===== src/rtl/wr_port_arbiter.sv =====
// wr_port_arbiter: packet-granular round-robin arbiter and mux for the shared write stream.
// Define ARB_TIMEOUT_EN to build in the mid-packet stall watchdog.
module wr_port_arbiter #(
   parameter int NUM_PORTS   = 4,
   parameter int DATA_W      = 32,
   parameter int TIMEOUT_CYC = 1024
) (
   input  logic                        iClk,
   input  logic                        iRst,
   input  logic [NUM_PORTS-1:0]        iReq,
   output logic [NUM_PORTS-1:0]        oGnt,
   input  logic [NUM_PORTS-1:0]        iWrSop,
   input  logic [NUM_PORTS-1:0]        iWrEop,
   input  logic [NUM_PORTS-1:0]        iWrVld,
   input  logic [NUM_PORTS*DATA_W-1:0] iWrData,
   output logic                        oWrSop,
   output logic                        oWrEop,
   output logic                        oWrVld,
   output logic [DATA_W-1:0]           oWrData,
   output logic                        oBusy,
   output logic                        oTimeout
);
   localparam int PW = $clog2(NUM_PORTS);
   typedef enum logic [1:0] {IDLE, WAIT_SOP, XFER} state_t;
   state_t            state_q, state_d;
   logic [PW-1:0]     idx_q, idx_d, rr_q, rr_d, pick, rr_nxt;
   logic [PW:0]       cand;
   logic              found, abort;
   logic              sop_q, sop_d, eop_q, eop_d, vld_q, vld_d;
   logic [DATA_W-1:0] data_q, data_d, din;
   if (NUM_PORTS < 2 || NUM_PORTS > 16 || TIMEOUT_CYC < 2) begin : g_bad_cfg
      $error("wr_port_arbiter: unsupported parameter set");
   end
   assign din    = iWrData[idx_q*DATA_W +: DATA_W];
   assign rr_nxt = (idx_q == PW'(NUM_PORTS-1)) ? '0 : idx_q + 1'b1;
   assign oBusy  = (state_q != IDLE);
   assign oGnt   = oBusy ? (NUM_PORTS'(1) << idx_q) : '0;
   assign oWrSop = sop_q;
   assign oWrEop = eop_q;
   assign oWrVld = vld_q;
   assign oWrData = data_q;
   // First requester at or after rr_q, wrapping past the last port.
   always_comb begin
      found = 1'b0;
      pick  = rr_q;
      cand  = '0;
      for (int k = 0; k < NUM_PORTS; k++) begin
         cand = {1'b0, rr_q} + (PW+1)'(k);
         cand = (cand >= (PW+1)'(NUM_PORTS)) ? cand - (PW+1)'(NUM_PORTS) : cand;
         if (!found && iReq[cand[PW-1:0]]) begin
            found = 1'b1;
            pick  = cand[PW-1:0];
         end
      end
   end
`ifdef ARB_TIMEOUT_EN
   localparam int WW = $clog2(TIMEOUT_CYC);
   logic [WW-1:0] wd_q, wd_d;
   logic          to_q;
   // A real Eop in the expiry cycle wins over the abort.
   assign abort    = oBusy && (wd_q == WW'(TIMEOUT_CYC-1)) && !(state_q == XFER && iWrEop[idx_q]);
   assign wd_d     = (state_q == IDLE || state_d == IDLE) ? '0 : wd_q + 1'b1;
   assign oTimeout = to_q;
   always_ff @(posedge iClk) begin
      if (iRst) begin
         wd_q <= '0;
         to_q <= 1'b0;
      end else begin
         wd_q <= wd_d;
         to_q <= abort;
      end
   end
`else
   assign abort    = 1'b0;
   assign oTimeout = 1'b0;
`endif
   always_comb begin
      state_d = state_q;
      idx_d   = idx_q;
      rr_d    = rr_q;
      sop_d   = 1'b0;
      vld_d   = 1'b0;
      eop_d   = 1'b0;
      data_d  = '0;
      case (state_q)
         IDLE:
            if (found) begin
               state_d = WAIT_SOP;
               idx_d   = pick;
            end
         WAIT_SOP:
            if (iWrSop[idx_q]) begin
               sop_d   = 1'b1;
               state_d = XFER;
            end else if (!iReq[idx_q]) begin
               state_d = IDLE;
            end
         XFER:
            if (iWrEop[idx_q]) begin
               eop_d   = 1'b1;
               state_d = IDLE;
               rr_d    = rr_nxt;
            end else if (iWrVld[idx_q]) begin
               vld_d  = 1'b1;
               data_d = din;
            end
         default: state_d = IDLE;
      endcase
      if (abort) begin
         state_d = IDLE;
         rr_d    = rr_nxt;
         sop_d   = 1'b0;
         vld_d   = 1'b0;
         data_d  = '0;
         eop_d   = (state_q == XFER);
      end
   end
   always_ff @(posedge iClk) begin
      if (iRst) begin
         state_q <= IDLE;
         idx_q   <= '0;
         rr_q    <= '0;
         sop_q   <= 1'b0;
         eop_q   <= 1'b0;
         vld_q   <= 1'b0;
         data_q  <= '0;
      end else begin
         state_q <= state_d;
         idx_q   <= idx_d;
         rr_q    <= rr_d;
         sop_q   <= sop_d;
         eop_q   <= eop_d;
         vld_q   <= vld_d;
         data_q  <= data_d;
      end
   end
endmodule


===== config.mk =====
export PLATFORM = sky130hd
export DESIGN_NAME = wr_port_arbiter
export DESIGN_NICKNAME = d
export VERILOG_FILES = /design/src/rtl/wr_port_arbiter.sv
export SDC_FILE = /design/constraint.sdc
export NUM_CORES = 1
export LEC_CHECK = 0
export CAP_MARGIN = 20
export CORE_ASPECT_RATIO = 1.75
export CORE_MARGIN = 4
export CORE_UTILIZATION = 32
export DETAILED_ROUTE_END_ITERATION = 6
export PLACE_DENSITY = 0.86
export SYNTH_ARGS = -nofsm -noshare
export SYNTH_HDL_FRONTEND = slang
export SYNTH_SLANG_ARGS = --single-unit

===== constraint.sdc =====
create_clock -name iClk -period 4.5 [get_ports iClk]
set_input_delay 0.675 -clock iClk [delete_from_list [all_inputs] [get_ports iClk]]
set_output_delay 0.675 -clock iClk [all_outputs]
set_load 0.05 [all_outputs]

==> metrics.cfg <==
[run_status]
status = finished clean

[clocking]
insertion_delay_ps = 270
cts_setup_buffers = 0
cts.sinks = 41
cts-resized-gates = 0
cts_root_buffer = clkbuf_16
cts.path.max_buffers = 2
ctsHtreeMaxLevel = 2
clkTransAtPathRegs_ps = 50
cts_buffers = 5
cts_tree = done
postCtsHoldBufs = 0

[logic_synthesis]
ys_warn_count = 0
avgSynthCellArea_um2 = 13.3
synth_area_um2 = 2310
ys_ff_latch = 41
synth_top_area_frac = 0.356
synthDistinctLibCells = 31
synth_area_leaders = dfxtp_1, mux4_2, nor2b_2
async_flop_share = 0
ys_seq_area_frac = 0.356
yosys.area.top_type = dfxtp_1
synthesis.nets = 323
synthFlopType = dfxtp_1
syn_inst = 173
synth_edf_count = 0

[worst_setup_path]
start_kind = flop
cp_cell_sequence = inv_1 > ha_1 > nor2b_1 > clkdlybuf4s50_1
slowest_delay_ps = 860
worstPathArrival_ps = 2420
crit_type = reg -> out
end_kind = primary output
slowest_stage = dfxtp_2
worstPathRequired_ps = 3830
crit_buf_inv = 2
path_max_fanout = 25
crit_family = buffers and inverters

[finish]
diodes = 0
area_growth_pct = 88.4
fin_nets = 503
post-route-util = 0.625
fin_cells = 438
drive_gt1_frac = 0.220

[sta]
tightest_slew_ps = 810
drv_slew = 0
maxSlewHeadroom = 0.460
hold_viol = 0
min_period_over_period = 0.689
clock_skew_ps = 5.08
rsz0062_at_grt = false
whs_ps = 503
fin_crit_ps = 3100
fmax_ghz = 0.323
finalSetupViolCount = 0
setup_tns_ps = 0
worst_slack_ps = 1400

[worst_hold_path]
hp-class = reg -> reg

[placement]
gp_congestion = 0.826
placed_cells = 430
port_buffers = 185
place_ws_ps = 1640
place_hpwl_um = 6620

[die]
start_util = 0.332
die_h_um = 120
die_area_um2 = 8690
io_pins = 187
rows = 40
coreArea_um2 = 6960
die_width_um = 72.2

[routing]
vias = 2178
drtIter0Drc = 77
drc = 0
routedWlPerCell_um = 18.0
ant_nets = 0
viasPerCell = 4.97
finalWirelength_um = 7870
dr.pass1.iters = 4

[pwr]
ir_drop_v = 0.000156
powerDensity_nw_per_um2 = 251
leakagePower_nw = 1.52

[global_route]
grt_max_degree = 38
grt.overflow.total = 0
globalRouteTotalUtil = 0.177
antenna_found_initial = 0
grt_pass1_wl_um = 11800
grt_pass1_vias = 2385

[flow_run]
cap_viol_max_count = 0

worst register-to-register path, stage by stage, from the launching register on:
cell and delay, ps:
dfxtp_2 860, buf_4 440, mux4_2 550, nand2_1 100
or2_4 470, inv_1 100
path summary, 6_finish.rpt:
path / cells after the start / end / slack, ps / start
setup / recovery: 4 / oGnt[2] / 1400 / idx_q[0]$_SDFFE_PP0P_
hold / removal: 2 / rr_q[0]$_SDFFE_PP0P_ / 500 / rr_q[0]$_SDFFE_PP0P_
setup reg to reg: 5 / oWrVld$_SDFF_PP0_ / 1850 / idx_q[0]$_SDFFE_PP0P_
hold reg to reg: 2 / rr_q[0]$_SDFFE_PP0P_ / 500 / rr_q[0]$_SDFFE_PP0P_
sequential cells by signal, summed over array words and instances (netlist names):
signal,count
oWrEop,1
oWrSop,1
oWrData,32
idx_q,2
rr_q,2
state_q,2
oWrVld,1
synthesized netlist by cell type (all sizes together), types with 2 or more instances:
| cell type | n |
|---|---|
| mux4 | 36 |
| nor2b | 36 |
| clkbuf | 3 |
| inv | 7 |
| mux2i | 2 |
| buf | 11 |
| a31oi | 2 |
| dfxtp | 41 |
| nand2 | 3 |
| o21ai | 2 |
| nor3b | 2 |
| nor2 | 6 |
| a21oi | 2 |
| nor3 | 4 |
| ha | 4 |
kinds of logic (layout without fill, tap and decap cells):
logic type | after synthesis | count (layout) | synth area share
AO/OA/AOI/OAI | 10 | 10 | 0.0293
adder cells (fa/ha/maj) | 4 | 4 | 0.0217
buffers and inverters | 21 | 202 | 0.0510
flip-flops | 41 | 41 | 0.356
multiplexers | 38 | 38 | 0.360
other | 1 | 1 | 0.00163
AND/OR/NAND/NOR | 58 | 58 | 0.181
metrics by stage:
stage | total power [mW] | instance area (µm²)
CTS | 1.10 | 4350
floorplan | 0.571 | 2310
detailed placement | 0.738 | 4190
finish | 1.09 | 4350
global route | 1.14 | 4350
global placement | 0.731 | 4190
power by group:
| part | switching (mW) | internal [mW] |
|---|---|---|
| Sequential | 0.0170 | 0.372 |
| Combinational | 0.112 | 0.227 |
| Clock | 0.129 | 0.234 |
| Total | 0.258 | 0.833 |
final cells by class:
type	instances	area, µm²
fill	563	2610
clock inverter	1	5.00
multi-input combinational	111	1370
inverter	7	26.3
timing repair buffer	187	1870
sequential	41	823
clock buffer	7	153
tap	84	105
placed cells by master (no fill, tap or decap), types with 3 or more instances in the layout:
cell | netlist | layout
nor2_1 | 6 | 6
dfxtp_1 | 41 | 39
nor3_1 | 4 | 4
mux4_2 | 36 | 36
clkbuf_16 | 0 | 5
nor2b_1 | 7 | 7
inv_1 | 7 | 7
nor2b_2 | 29 | 29
clkdlybuf4s50_1 | 0 | 185
ha_1 | 4 | 4
nand2_1 | 3 | 3
metal layers:
metal	track usage	vias up	wire length [µm]
met5	0	-	0
met4	0.0776	0	229
met3	0.0391	16	654
met2	0.342	119	4530
met1	0.171	1040	2460
li1	-	1003	-
Note: power is estimated with default switching activity, not from simulation.
